### config.mk
export PLATFORM = sky130hd
export DESIGN_NAME = vga_window_compositor_flat
export DESIGN_NICKNAME = d
export VERILOG_FILES = /design/src/rtl/vga_window_compositor_pkg.sv /design/src/rtl/vga_window_compositor_if.sv /design/src/rtl/vga_win_hit.sv /design/src/rtl/vga_window_compositor.sv /design/src/flat_wrapper.sv
export SDC_FILE = /design/constraint.sdc
export NUM_CORES = 1
export LEC_CHECK = 0
export CAP_MARGIN = 5
export CORE_MARGIN = 3
export CORE_UTILIZATION = 35
export CTS_CLUSTER_DIAMETER = 200
export DETAILED_ROUTE_END_ITERATION = 10
export PLACE_DENSITY_LB_ADDON = 0.3
export SLEW_MARGIN = 20
export SYNTH_ARGS = -nofsm -noshare
export SYNTH_HDL_FRONTEND = slang
export SYNTH_SLANG_ARGS = --single-unit
### constraint.sdc
create_clock -name VGA_CLK -period 6.8 [get_ports VGA_CLK]
set_input_delay 1.36 -clock VGA_CLK [delete_from_list [all_inputs] [get_ports VGA_CLK]]
set_output_delay 1.36 -clock VGA_CLK [all_outputs]
set_load 0.005 [all_outputs]
### src/rtl/vga_window_compositor_pkg.sv
// Shared constants and types for the VGA window compositor.
package vga_window_compositor_pkg;

  localparam int P_WIDTH_DEF  = 11;
  localparam int D_WIDTH_DEF  = 4;
  localparam int NUM_WIN_DEF  = 4;
  localparam int BORDER_W_DEF = 2;
  localparam int H_ACT        = 640;
  localparam int V_ACT        = 480;

  // Config field selector carried on cfg_field
  typedef enum logic [2:0] {
    FLD_X0   = 3'd0,
    FLD_Y0   = 3'd1,
    FLD_X1   = 3'd2,
    FLD_Y1   = 3'd3,
    FLD_MODE = 3'd4,
    FLD_WCOL = 3'd5,
    FLD_BG   = 3'd6,
    FLD_NONE = 3'd7
  } cfg_field_e;

  // Per-window compositing mode
  typedef enum logic [1:0] {
    MODE_OFF    = 2'd0,
    MODE_PASS   = 2'd1,
    MODE_FILL   = 2'd2,
    MODE_BORDER = 2'd3
  } win_mode_e;

  // Commit FSM: shadow->active copy waits for the next frame start
  typedef enum logic {
    CS_IDLE    = 1'b0,
    CS_PENDING = 1'b1
  } commit_state_e;

endpackage

### src/rtl/vga_window_compositor_if.sv
// Configuration bus of the compositor. There is no ready: cfg_we and
// cfg_commit are single-cycle strobes that the compositor always accepts in
// the cycle they are high; cfg_pending/cfg_state report the commit FSM.
interface vga_window_compositor_if #(
  parameter int NUM_WIN = vga_window_compositor_pkg::NUM_WIN_DEF
) ();
  import vga_window_compositor_pkg::*;

  localparam int WIN_W = (NUM_WIN > 1) ? $clog2(NUM_WIN) : 1;

  logic             cfg_we;
  logic [WIN_W-1:0] cfg_win;
  logic [2:0]       cfg_field;
  logic [31:0]      cfg_data;
  logic             cfg_commit;
  logic             cfg_pending;
  commit_state_e    cfg_state;

  modport master (
    output cfg_we, cfg_win, cfg_field, cfg_data, cfg_commit,
    input  cfg_pending, cfg_state
  );

  modport slave (
    input  cfg_we, cfg_win, cfg_field, cfg_data, cfg_commit,
    output cfg_pending, cfg_state
  );

endinterface

### src/rtl/vga_win_hit.sv
// Combinational hit and border test of one pixel against one window.
module vga_win_hit
  import vga_window_compositor_pkg::*;
#(
  parameter int P_WIDTH  = P_WIDTH_DEF,
  parameter int BORDER_W = BORDER_W_DEF
) (
  input  logic [P_WIDTH-1:0] x_i,
  input  logic [P_WIDTH-1:0] y_i,
  input  logic [P_WIDTH-1:0] x0_i,
  input  logic [P_WIDTH-1:0] y0_i,
  input  logic [P_WIDTH-1:0] x1_i,
  input  logic [P_WIDTH-1:0] y1_i,
  output logic               hit_o,
  output logic               on_border_o
);

  localparam logic [P_WIDTH:0] BW = (P_WIDTH+1)'(BORDER_W);

  logic [P_WIDTH:0] xe, ye, x0e, y0e, x1e, y1e;

  // Half-open hit; right/bottom edges tested as X+BW>=x1 so nothing underflows
  always_comb begin
    xe  = {1'b0, x_i};
    ye  = {1'b0, y_i};
    x0e = {1'b0, x0_i};
    y0e = {1'b0, y0_i};
    x1e = {1'b0, x1_i};
    y1e = {1'b0, y1_i};
    hit_o = (x0_i <= x_i) && (x_i < x1_i) && (y0_i <= y_i) && (y_i < y1_i);
    on_border_o = (xe < x0e + BW) || (xe + BW >= x1e) ||
                  (ye < y0e + BW) || (ye + BW >= y1e);
  end

endmodule

### src/rtl/vga_window_compositor.sv
// Overlays NUM_WIN prioritised rectangular windows on the pixel stream.
// Config is double-buffered; shadow->active copy happens at frame start.
// Two-stage pipeline: S1 = hit/border test, S2 = priority mux.
module vga_window_compositor
  import vga_window_compositor_pkg::*;
#(
  parameter int P_WIDTH  = P_WIDTH_DEF,
  parameter int D_WIDTH  = D_WIDTH_DEF,
  parameter int NUM_WIN  = NUM_WIN_DEF,
  parameter int BORDER_W = BORDER_W_DEF
) (
  input  logic               VGA_CLK,
  input  logic               RST_N,
  input  logic [P_WIDTH-1:0] X,
  input  logic [P_WIDTH-1:0] Y,
  input  logic               valid,
  input  logic [D_WIDTH-1:0] Red,
  input  logic [D_WIDTH-1:0] Green,
  input  logic [D_WIDTH-1:0] Blue,
  vga_window_compositor_if.slave cfg,
  output logic [D_WIDTH-1:0] VGA_R,
  output logic [D_WIDTH-1:0] VGA_G,
  output logic [D_WIDTH-1:0] VGA_B,
  output logic               out_valid
);

  localparam int C_W = 3 * D_WIDTH;

  typedef logic [P_WIDTH-1:0] coord_t;
  typedef logic [C_W-1:0]     col_t;

  // Shadow (written by cfg bus), active (used by pixels), effective (active,
  // or shadow on the applying frame-start cycle so that pixel sees the new set)
  coord_t    x0_sh_q [NUM_WIN], y0_sh_q [NUM_WIN], x1_sh_q [NUM_WIN], y1_sh_q [NUM_WIN];
  win_mode_e mode_sh_q [NUM_WIN];
  col_t      wcol_sh_q [NUM_WIN];
  col_t      bg_sh_q;
  coord_t    x0_ac_q [NUM_WIN], y0_ac_q [NUM_WIN], x1_ac_q [NUM_WIN], y1_ac_q [NUM_WIN];
  win_mode_e mode_ac_q [NUM_WIN];
  col_t      wcol_ac_q [NUM_WIN];
  col_t      bg_ac_q;
  coord_t    x0_ef [NUM_WIN], y0_ef [NUM_WIN], x1_ef [NUM_WIN], y1_ef [NUM_WIN];
  win_mode_e mode_ef [NUM_WIN];
  col_t      wcol_ef [NUM_WIN];
  col_t      bg_ef;

  commit_state_e state_q, state_d;
  cfg_field_e    fld;
  logic          frame_start, apply, cfg_wr;
  logic          unused_cfg_bits;

  logic [NUM_WIN-1:0] hit, on_border, qual_d, usecol_d, qual_q, usecol_q;
  col_t               wcol_s1_q [NUM_WIN];
  col_t               bg_s1_q, src_s1_q;
  logic               valid_s1_q;
  col_t               pix_d, pix_q;
  logic               out_valid_q;

  assign unused_cfg_bits = ^cfg.cfg_data[31:C_W];

  // Decode frame start, commit apply and legal config writes
  always_comb begin
    fld         = cfg_field_e'(cfg.cfg_field);
    frame_start = valid && (X == '0) && (Y == '0);
    apply       = frame_start && (state_q == CS_PENDING);
    cfg_wr      = cfg.cfg_we &&
                  ((fld == FLD_BG) ||
                   ((fld <= FLD_WCOL) && (32'(cfg.cfg_win) < 32'(NUM_WIN))));
  end

  // Shadow register writes from the config bus
  always_ff @(posedge VGA_CLK or negedge RST_N) begin
    if (!RST_N) begin
      for (int w = 0; w < NUM_WIN; w++) begin
        x0_sh_q[w]   <= '0;
        y0_sh_q[w]   <= '0;
        x1_sh_q[w]   <= '0;
        y1_sh_q[w]   <= '0;
        mode_sh_q[w] <= MODE_OFF;
        wcol_sh_q[w] <= '0;
      end
      bg_sh_q <= '0;
    end else if (cfg_wr) begin
      case (fld)
        FLD_X0:   x0_sh_q[cfg.cfg_win]   <= cfg.cfg_data[P_WIDTH-1:0];
        FLD_Y0:   y0_sh_q[cfg.cfg_win]   <= cfg.cfg_data[P_WIDTH-1:0];
        FLD_X1:   x1_sh_q[cfg.cfg_win]   <= cfg.cfg_data[P_WIDTH-1:0];
        FLD_Y1:   y1_sh_q[cfg.cfg_win]   <= cfg.cfg_data[P_WIDTH-1:0];
        FLD_MODE: mode_sh_q[cfg.cfg_win] <= win_mode_e'(cfg.cfg_data[1:0]);
        FLD_WCOL: wcol_sh_q[cfg.cfg_win] <= cfg.cfg_data[C_W-1:0];
        FLD_BG:   bg_sh_q                <= cfg.cfg_data[C_W-1:0];
        default:  ;
      endcase
    end
  end

  // Active set copies the pre-write shadow values at an applying frame start
  always_ff @(posedge VGA_CLK or negedge RST_N) begin
    if (!RST_N) begin
      for (int w = 0; w < NUM_WIN; w++) begin
        x0_ac_q[w]   <= '0;
        y0_ac_q[w]   <= '0;
        x1_ac_q[w]   <= '0;
        y1_ac_q[w]   <= '0;
        mode_ac_q[w] <= MODE_OFF;
        wcol_ac_q[w] <= '0;
      end
      bg_ac_q <= '0;
    end else if (apply) begin
      x0_ac_q   <= x0_sh_q;
      y0_ac_q   <= y0_sh_q;
      x1_ac_q   <= x1_sh_q;
      y1_ac_q   <= y1_sh_q;
      mode_ac_q <= mode_sh_q;
      wcol_ac_q <= wcol_sh_q;
      bg_ac_q   <= bg_sh_q;
    end
  end

  // Commit FSM state register
  always_ff @(posedge VGA_CLK or negedge RST_N) begin
    if (!RST_N) state_q <= CS_IDLE;
    else        state_q <= state_d;
  end

  // Commit FSM next state: a commit arriving with the apply keeps it pending
  always_comb begin
    state_d = state_q;
    case (state_q)
      CS_IDLE:    if (cfg.cfg_commit) state_d = CS_PENDING;
      CS_PENDING: if (apply && !cfg.cfg_commit) state_d = CS_IDLE;
      default:    state_d = CS_IDLE;
    endcase
  end

  // Commit FSM outputs
  always_comb begin
    cfg.cfg_pending = (state_q == CS_PENDING);
    cfg.cfg_state   = state_q;
  end

  // Effective config seen by the current pixel
  always_comb begin
    for (int w = 0; w < NUM_WIN; w++) begin
      x0_ef[w]   = apply ? x0_sh_q[w]   : x0_ac_q[w];
      y0_ef[w]   = apply ? y0_sh_q[w]   : y0_ac_q[w];
      x1_ef[w]   = apply ? x1_sh_q[w]   : x1_ac_q[w];
      y1_ef[w]   = apply ? y1_sh_q[w]   : y1_ac_q[w];
      mode_ef[w] = apply ? mode_sh_q[w] : mode_ac_q[w];
      wcol_ef[w] = apply ? wcol_sh_q[w] : wcol_ac_q[w];
    end
    bg_ef = apply ? bg_sh_q : bg_ac_q;
  end

  for (genvar g = 0; g < NUM_WIN; g++) begin : g_hit
    vga_win_hit #(
      .P_WIDTH  (P_WIDTH),
      .BORDER_W (BORDER_W)
    ) u_hit (
      .x_i         (X),
      .y_i         (Y),
      .x0_i        (x0_ef[g]),
      .y0_i        (y0_ef[g]),
      .x1_i        (x1_ef[g]),
      .y1_i        (y1_ef[g]),
      .hit_o       (hit[g]),
      .on_border_o (on_border[g])
    );
  end

  // S1 per-window select: qualified hit and "use window colour instead of source"
  always_comb begin
    for (int w = 0; w < NUM_WIN; w++) begin
      qual_d[w]   = hit[w] && (mode_ef[w] != MODE_OFF);
      usecol_d[w] = (mode_ef[w] == MODE_FILL) ||
                    ((mode_ef[w] == MODE_BORDER) && on_border[w]);
    end
  end

  // S1 registers: selects, colours and the delayed source pixel
  always_ff @(posedge VGA_CLK or negedge RST_N) begin
    if (!RST_N) begin
      qual_q     <= '0;
      usecol_q   <= '0;
      for (int w = 0; w < NUM_WIN; w++) wcol_s1_q[w] <= '0;
      bg_s1_q    <= '0;
      src_s1_q   <= '0;
      valid_s1_q <= 1'b0;
    end else begin
      qual_q     <= qual_d;
      usecol_q   <= usecol_d;
      wcol_s1_q  <= wcol_ef;
      bg_s1_q    <= bg_ef;
      src_s1_q   <= {Red, Green, Blue};
      valid_s1_q <= valid;
    end
  end

  // S2 priority mux: scan downwards so the lowest hitting index wins
  always_comb begin
    pix_d = bg_s1_q;
    for (int w = NUM_WIN - 1; w >= 0; w--) begin
      if (qual_q[w]) pix_d = usecol_q[w] ? wcol_s1_q[w] : src_s1_q;
    end
    if (!valid_s1_q) pix_d = '0;
  end

  // S2 output registers
  always_ff @(posedge VGA_CLK or negedge RST_N) begin
    if (!RST_N) begin
      pix_q       <= '0;
      out_valid_q <= 1'b0;
    end else begin
      pix_q       <= pix_d;
      out_valid_q <= valid_s1_q;
    end
  end

  assign VGA_R     = pix_q[C_W-1 -: D_WIDTH];
  assign VGA_G     = pix_q[2*D_WIDTH-1 -: D_WIDTH];
  assign VGA_B     = pix_q[D_WIDTH-1:0];
  assign out_valid = out_valid_q;

endmodule

### src/flat_wrapper.sv
// flat-port wrapper written by rule: the top's interface ports become plain ports
module vga_window_compositor_flat import vga_window_compositor_pkg::*;
#(
  parameter int P_WIDTH  = P_WIDTH_DEF,
  parameter int D_WIDTH  = D_WIDTH_DEF,
  parameter int NUM_WIN  = NUM_WIN_DEF,
  parameter int BORDER_W = BORDER_W_DEF
)
  (VGA_CLK, RST_N, X, Y, valid, Red, Green, Blue, VGA_R, VGA_G, VGA_B, out_valid, cfg_cfg_we, cfg_cfg_win, cfg_cfg_field, cfg_cfg_data, cfg_cfg_commit, cfg_cfg_pending, cfg_cfg_state);
  vga_window_compositor_if #(.NUM_WIN(NUM_WIN)) cfg_i ();
  input  logic VGA_CLK;
  input  logic RST_N;
  input  logic [P_WIDTH-1:0] X;
  input  logic [P_WIDTH-1:0] Y;
  input  logic valid;
  input  logic [D_WIDTH-1:0] Red;
  input  logic [D_WIDTH-1:0] Green;
  input  logic [D_WIDTH-1:0] Blue;
  output logic [D_WIDTH-1:0] VGA_R;
  output logic [D_WIDTH-1:0] VGA_G;
  output logic [D_WIDTH-1:0] VGA_B;
  output logic out_valid;
  input wire logic [$bits(cfg_i.cfg_we)-1:0] cfg_cfg_we;
  input wire logic [$bits(cfg_i.cfg_win)-1:0] cfg_cfg_win;
  input wire logic [$bits(cfg_i.cfg_field)-1:0] cfg_cfg_field;
  input wire logic [$bits(cfg_i.cfg_data)-1:0] cfg_cfg_data;
  input wire logic [$bits(cfg_i.cfg_commit)-1:0] cfg_cfg_commit;
  output wire logic [$bits(cfg_i.cfg_pending)-1:0] cfg_cfg_pending;
  output wire logic [$bits(cfg_i.cfg_state)-1:0] cfg_cfg_state;
  assign cfg_i.cfg_we = cfg_cfg_we;
  assign cfg_i.cfg_win = cfg_cfg_win;
  assign cfg_i.cfg_field = cfg_cfg_field;
  assign cfg_i.cfg_data = cfg_cfg_data;
  assign cfg_i.cfg_commit = cfg_cfg_commit;
  assign cfg_cfg_pending = cfg_i.cfg_pending;
  assign cfg_cfg_state = cfg_i.cfg_state;
  vga_window_compositor #(.P_WIDTH(P_WIDTH), .D_WIDTH(D_WIDTH), .NUM_WIN(NUM_WIN), .BORDER_W(BORDER_W)) u_core (.VGA_CLK(VGA_CLK), .RST_N(RST_N), .X(X), .Y(Y), .valid(valid), .Red(Red), .Green(Green), .Blue(Blue), .cfg(cfg_i), .VGA_R(VGA_R), .VGA_G(VGA_G), .VGA_B(VGA_B), .out_valid(out_valid));
endmodule
-- Word-level counts from Yosys, hierarchy flattened
Index checks and enable logic that the tools add are counted.
- flip-flop bits (word level): 571
- output and inout bits: 15
- logic and storage cells: 228
- add/sub/neg operators: 10
- magnitude comparators: 35
- equal/unequal tests: 14
- muxes and demuxes: 48
- bitwise operators: 2
- reduce and logical (&&, ||, !) cells: 58
- operators by type and width (kind ; count):
    11-bit 2-to-1 mux ; 17
    44-bit bitwise mux ; 4
    12-bit 2-to-1 mux ; 14
    11-bit by 2-bit adder with 12-bit output (second input constant) ; 10
    12-bit by 11-bit greater-or-equal comparator with 1-bit output ; 8
    11-bit by 12-bit less-than comparator with 1-bit output ; 8
    11-bit <= comparator ; 8
    11-bit less-than comparator ; 8
    48-bit bitwise mux ; 1
    1-bit logical AND ; 26
    12-bit demux with 2-bit select ; 1
    11-bit demux with 2-bit select ; 1
    11-bit zero test ; 2
    1-bit logical OR ; 17
    2-bit equality test (second input constant) ; 8
    2-bit AND reduction ; 7
    2-bit 2-to-1 mux ; 5
    3-bit equality test (second input constant) ; 3
    8-bit bitwise mux ; 1
    2-bit nonzero test ; 4
    3-bit by 2-bit equality test with 1-bit output (second input constant) ; 2
    2-bit demux with 2-bit select ; 1
    3-bit by 1-bit equality test with 1-bit output (second input constant) ; 1
    3-bit greater-or-equal comparator (second input constant) ; 1
    8 further kinds ; 9

-- Depth between registers and ports, before layout
- word-level depth: 12
- depth in mapped cells: 25
- mapped depth without buffers: 19

-- Hierarchy
Synthesis repeated with hierarchy kept, for this count alone.
- cells, all modules: 2671
- area, all modules: 32301.0 µm²
- by module, submodules not included (module ; times used ; cells an instance ; area an instance (µm²)):
    vga_window_compositor ; 1 ; 1346 ; 22263.9
    vga_win_hit at u_core.g_hit[2].u_hit ; 1 ; 328 ; 2528.7
    vga_win_hit at u_core.g_hit[1].u_hit ; 1 ; 330 ; 2511.2
    vga_win_hit at u_core.g_hit[3].u_hit ; 1 ; 337 ; 2501.1
    vga_win_hit at u_core.g_hit[0].u_hit ; 1 ; 330 ; 2496.1

-- Least setup slack after synthesis
OpenSTA, ideal clock, no wires.
- path type: input -> register
- start: input port Y[2]
- end: register u_core.usecol_q[1]
- library setup time: 0.088 ns
- arrival: 5.098 ns
- path slack: 1.614 ns
- cell stages on the path: 21
- buffers on the path: 5
- cell sequence: nor4_1 nand4_1 or3_1 buf_2 buf_6 buf_6 buf_2 buf_1 nand2_1 nand2_1 ha_1 and3_1 a41oi_1 xor2_1 ha_1 a2111o_1 o21ai_0 nor4_1 o311ai_1 nor3_1 a41oi_1
- cells in the longest elaborated chain, start to end: 11
- elaborated cells between the ends (all ways): 22
- those cells by class: 3 x add/sub; 4 x order compare; 2 x eq/ne; 5 x mux; 8 x reduce/logical
- RTL lines (element ; RTL line ; source):
    from (decl) ; flat_wrapper.sv:14 ; input logic [P_WIDTH-1:0] Y;
    11-bit zero test ; vga_window_compositor.sv:64 ; frame_start = valid && (X == '0) && (Y == '0);
    1-bit logical AND ; vga_window_compositor.sv:64 ;
    1-bit logical AND ; vga_window_compositor.sv:65 ; apply = frame_start && (state_q == CS_PENDING);
    11-bit 2-to-1 mux ; vga_window_compositor.sv:145 ; x0_ef[w] = apply ? x0_sh_q[w] : x0_ac_q[w];
    11-bit by 2-bit adder with 12-bit output ; vga_win_hit.sv:31 ; on_border_o = (xe < x0e + BW) || (xe + BW >= x1e) ||
    11-bit by 12-bit less-than comparator with 1-bit output ; vga_win_hit.sv:31 ;
    1-bit logical OR (2 in series) ; vga_win_hit.sv:31 ;
    1-bit logical OR ; vga_win_hit.sv:32 ; (ye < y0e + BW) || (ye + BW >= y1e);
    1-bit logical AND ; vga_window_compositor.sv:176 ; ((mode_ef[w] == MODE_BORDER) && on_border[w]);
    1-bit logical OR (*) ; vga_window_compositor.sv:175 ; usecol_d[w] = (mode_ef[w] == MODE_FILL) ||
    net u_core.usecol_d[1] ; vga_window_compositor.sv:52 ; logic [NUM_WIN-1:0] hit, on_border, qual_d, usecol_d, qual_q, usecol_q;
    to (signal assigned) ; vga_window_compositor.sv:191 ; usecol_q <= usecol_d;
    to (decl) ; vga_window_compositor.sv:52 ;
The timed path passes the listed nets; every way through them passes the cells marked *.
A chain may end at the register's enable or synchronous reset.

-- Worst setup path in the final report
- start: input port valid
- end: register u_core.usecol_q[1]
- cells in the longest elaborated chain, start to end: 11
- elaborated cells between the ends (all ways): 21
- those cells by class: 2 x add/sub; 4 x order compare; 2 x eq/ne; 5 x mux; 8 x reduce/logical
- RTL lines (element ; RTL line ; source):
    from (decl) ; flat_wrapper.sv:15 ; input logic valid;
    1-bit logical AND (*) (2 in series) ; vga_window_compositor.sv:64 ;
    1-bit logical AND (*) ; vga_window_compositor.sv:65 ;
    11-bit 2-to-1 mux ; vga_window_compositor.sv:145 ;
    11-bit by 2-bit adder with 12-bit output ; vga_win_hit.sv:31 ;
    11-bit by 12-bit less-than comparator with 1-bit output ; vga_win_hit.sv:31 ;
    1-bit logical OR (2 in series) ; vga_win_hit.sv:31 ;
    1-bit logical OR ; vga_win_hit.sv:32 ;
    1-bit logical AND ; vga_window_compositor.sv:176 ;
    1-bit logical OR (*) ; vga_window_compositor.sv:175 ;
    net u_core.usecol_d[1] ; vga_window_compositor.sv:52 ;
Marked as above.

==> results.md <==
* Internal at 0.00642 W
* Achievable Freq at 0.175 GHz
* Die Footprint at 92,900 um^2
* FF-to-FF Start: u_core.cfg.cfg_pending
* Post-synthesis instance total at 2,967
* Mean Syn Cell Area at 10.5 um^2
* CP Buf/Inv Count at 5
* Final setup skew at 0.0298 ns
* Wire length per cell at 20.5 um
* Clock Path Buffers at 3
* Tightest Hold Check Type: flop to flop
* Multiplexer area fraction after synthesis at 13.5%
* Core Footprint at 87,700 um^2
* Number of routed nets with antenna violations at 0
* Syn Nets at 3,397
* Minimum clock period at 5.73 ns
* Die W at 305 um
* WS Path Type: input port to flop
* Placed inst area at 33,800 um^2
* Die height at 305 um
* Total Wirelength at 88.0 mm
* CP arrival at 6.21 ns
* Sequential area share after synthesis at 45.7%
* Number of enable flip-flop cells after synthesis at 0
* Cell Pwr Density at 237 nW/um^2
* Antenna Diode Count at 0
* Layout cells sized above 1 at 15.2%
* Synth top area share at 45.7%
* I/O Buffers at 70
* Setup crit start kind: input port
* Mapped Area at 31,200 um^2
* Design Power at 0.00855 W
* Combinational fraction of design power at 9.4%
* Main combinational cell family by area after synthesis: adder cells
* Top FF cell, synth: dfrtp_1
* Row count at 108
* Num CTS Buffers at 67
* Slew margin rel. at 25.8%
* Global-route wire length before repair at 136 mm
* Worst path required time at 7.28 ns
* Adder-Cell Fraction of Synth Area at 14.2%
* Post-route cell area at 36,100 um^2
* Status: completed
* Synth area leader: dfrtp_1
* Flop-to-flop setup slack at 2.75 ns
* Area share of xor/xnor cells in the synthesized design at 2.24%
* Hold Crit Start: u_core.wcol_ac_q[8]
* Vias in the first global route at 22,500
* Hold_buf cts at 0
* Commonest cells after routing, fill and taps aside: 603 x nand2_1, 570 x dfrtp_1, 354 x ha_1
* Hold Slack at 0.457 ns
* Post-synthesis simple-gate area fraction at 12.8%
* P_sw at 0.00214 W
* Vias per cell at 5.16
* Reg clk slew, reported paths at 0.06 ns
* Clock share of power at 45.4%
* RSZ-0062 raised after global routing: no
* Final Slew Violations at 0
* Fin nets at 3,528
* Most common cell after layout, fill and taps aside: nand2_1
* Fin. Hold Viols at 0
* Worst-Skew Late Latency at 0.63 ns
* GRT Total Usage at 19.1%
* Cell family with most CP delay: simple AND/OR/NAND/NOR gates
* Number of detailed-route iterations in the first pass at 5
* Slew @ Worst Pin at 1.11 ns
* Setup Total Neg Slack at 0 ns
* Slowest cell on crit path: clkdlybuf4s50_1
* Worst VDD drop at 0.179 mV
* Ports at 91
* Via count at 22,200
* CP peak stage delay at 0.66 ns
* Yosys warnings at 0
* Synthesis-to-finish area growth at 15.6%
* Lkg Pwr at 18.8 nW
* Top cells by area, synth: dfrtp_1 46%, ha_1 14%, mux2_2 9.2%, nand2_1 7.2%, mux2i_1 4.2%
* Starting density of the core at 35.6%
* CP max FO at 63
* Worst setup startpoint: valid
* Final worst-path cycle share at 84.2%
* Register share of total power at 45.3%
* Global route overflow at 0
* CTS root buffer: clkbuf_16
* Num Clock Sinks at 571
* Setup crit end kind: flop
* CTS tree: built
* Setup bufs post-CTS at 0
* DR iter-0 viols at 1,485
* DP HPWL at 60.5 mm
* Yosys reg bits at 571
* Most used cell, CP: buf_4
* Max-cap violation count at 0
* DR DRC count at 0
* Setup-failing EPs final at 0
* H-tree depth at 3
* Netlist cell types at 59
* Initial antenna violation count at 5
* Post-synthesis compound-gate area fraction at 8.03%
* CP cell instances: clkdlybuf4s50_1 -> nor3b_1 -> buf_4 -> nand4_1 -> buf_4 -> or3_4 -> buf_12 -> nand2_1 -> nand2_1 -> ha_1 -> nand3_1 -> nor3_2 -> nor2_1 -> nor2_1 -> xnor2_1 -> ha_1 -> o21ai_0 -> nand2b_1 -> a21oi_1 -> nor4_1 -> buf_4 -> o311ai_1 -> nor3_1 -> a41oi_1
* Asr flop ratio synth at 100%
* Resized cells post-CTS at 0
* Sw frac at 25.0%
* GPL Wtd Cong at 0.878
* Pin count of the biggest net entering global routing at 171
==> cells in the mapped netlist, types with 26 or more instances <==
| library cell | count |
|---|---|
| a211oi_1 | 39 |
| a21o_1 | 26 |
| a21oi_1 | 100 |
| buf_2 | 39 |
| clkbuf_1 | 53 |
| dfrtp_1 | 571 |
| ha_1 | 354 |
| inv_1 | 153 |
| mux2_2 | 256 |
| mux2i_1 | 132 |
| nand2_1 | 603 |
| nand3_1 | 68 |
| nand4_1 | 45 |
| nor2_1 | 70 |
| nor3_1 | 34 |
| o21a_1 | 33 |
| o21ai_0 | 79 |
| xnor2_1 | 56 |
==> worst min-delay path, cell delays in order, from the launching register on <==
cell and delay, ns:
dfrtp_1 0.32, nand2_1 0.04, nand2_1 0.07
==> flip-flops by register name, indices dropped and copies added, names as in the netlist, 12 cells and up <==
name and count:
u_core.x1_sh_q 44, u_core.y1_sh_q 44, u_core.src_s1_q 12, u_core.x0_sh_q 44
u_core.x1_ac_q 44, u_core.wcol_sh_q 48, u_core.wcol_ac_q 48, u_core.bg_ac_q 12
u_core.wcol_s1_q 48, u_core.x0_ac_q 44, u_core.bg_sh_q 12, u_core.y0_ac_q 44
u_core.y0_sh_q 44, u_core.pix_q 12, u_core.y1_ac_q 44
==> final timing paths <==
path	endpoint	depth (start not counted)
worst max-delay path	u_core.usecol_q[1]	24
worst min-delay path	u_core.wcol_s1_q[8]	2
worst max register to register	u_core.usecol_q[3]	15
worst min register to register	u_core.wcol_s1_q[8]	2
max in group asynchronous	u_core.wcol_sh_q[26]	2
min in group asynchronous	u_core.x1_ac_q[24]	1
==> layout make-up <==
| type | count | area (um^2) |
|---|---|---|
| multi-input cells | 2129 | 15900 |
| inverters | 155 | 582 |
| flip-flops and latches | 571 | 14300 |
| well taps | 1155 | 1450 |
| repair buffers | 174 | 1550 |
| clock buffers | 89 | 1820 |
| clock inverters | 30 | 551 |
| fillers | 8475 | 51600 |
==> logic make-up after synthesis <==
family,Yosys count
compound gates,383
xor+xnor,80
fa+ha+maj,354
buf+inv,267
flops,571
mux,389
simple gates,923
==> metrics by stage <==
stage / utilization (%) / worst slack [ns] / instances
after floorplan: - / 1.61 / 2967
after global placement: 38.5 / 0.545 / 4184
after detailed placement: 38.5 / 0.541 / 4184
after CTS: 41.2 / 1.19 / 4303
after global routing: 41.2 / 0.733 / 4303
final: 41.2 / 1.07 / 4303
==> power groups by stage <==
stage	Sequential (W)	Clock, W	Combinational [W]
floorplan	0.00387	0	0.000489
global placement	0.00392	0	0.000785
detailed placement	0.00393	0	0.000807
CTS	0.00387	0.00397	0.000811
global route	0.00391	0.00411	0.000894
finish	0.00387	0.00388	0.000800
==> layer usage <==
layer  vias up  wire, um  track usage, %
met1     11000     41000            25.9
met3       140      4020            3.26
met5         -        39               0
li1      10600         -               -
met4         6      2860            6.85
met2       422     40100            30.7
(Power assumes the default switching activity.)
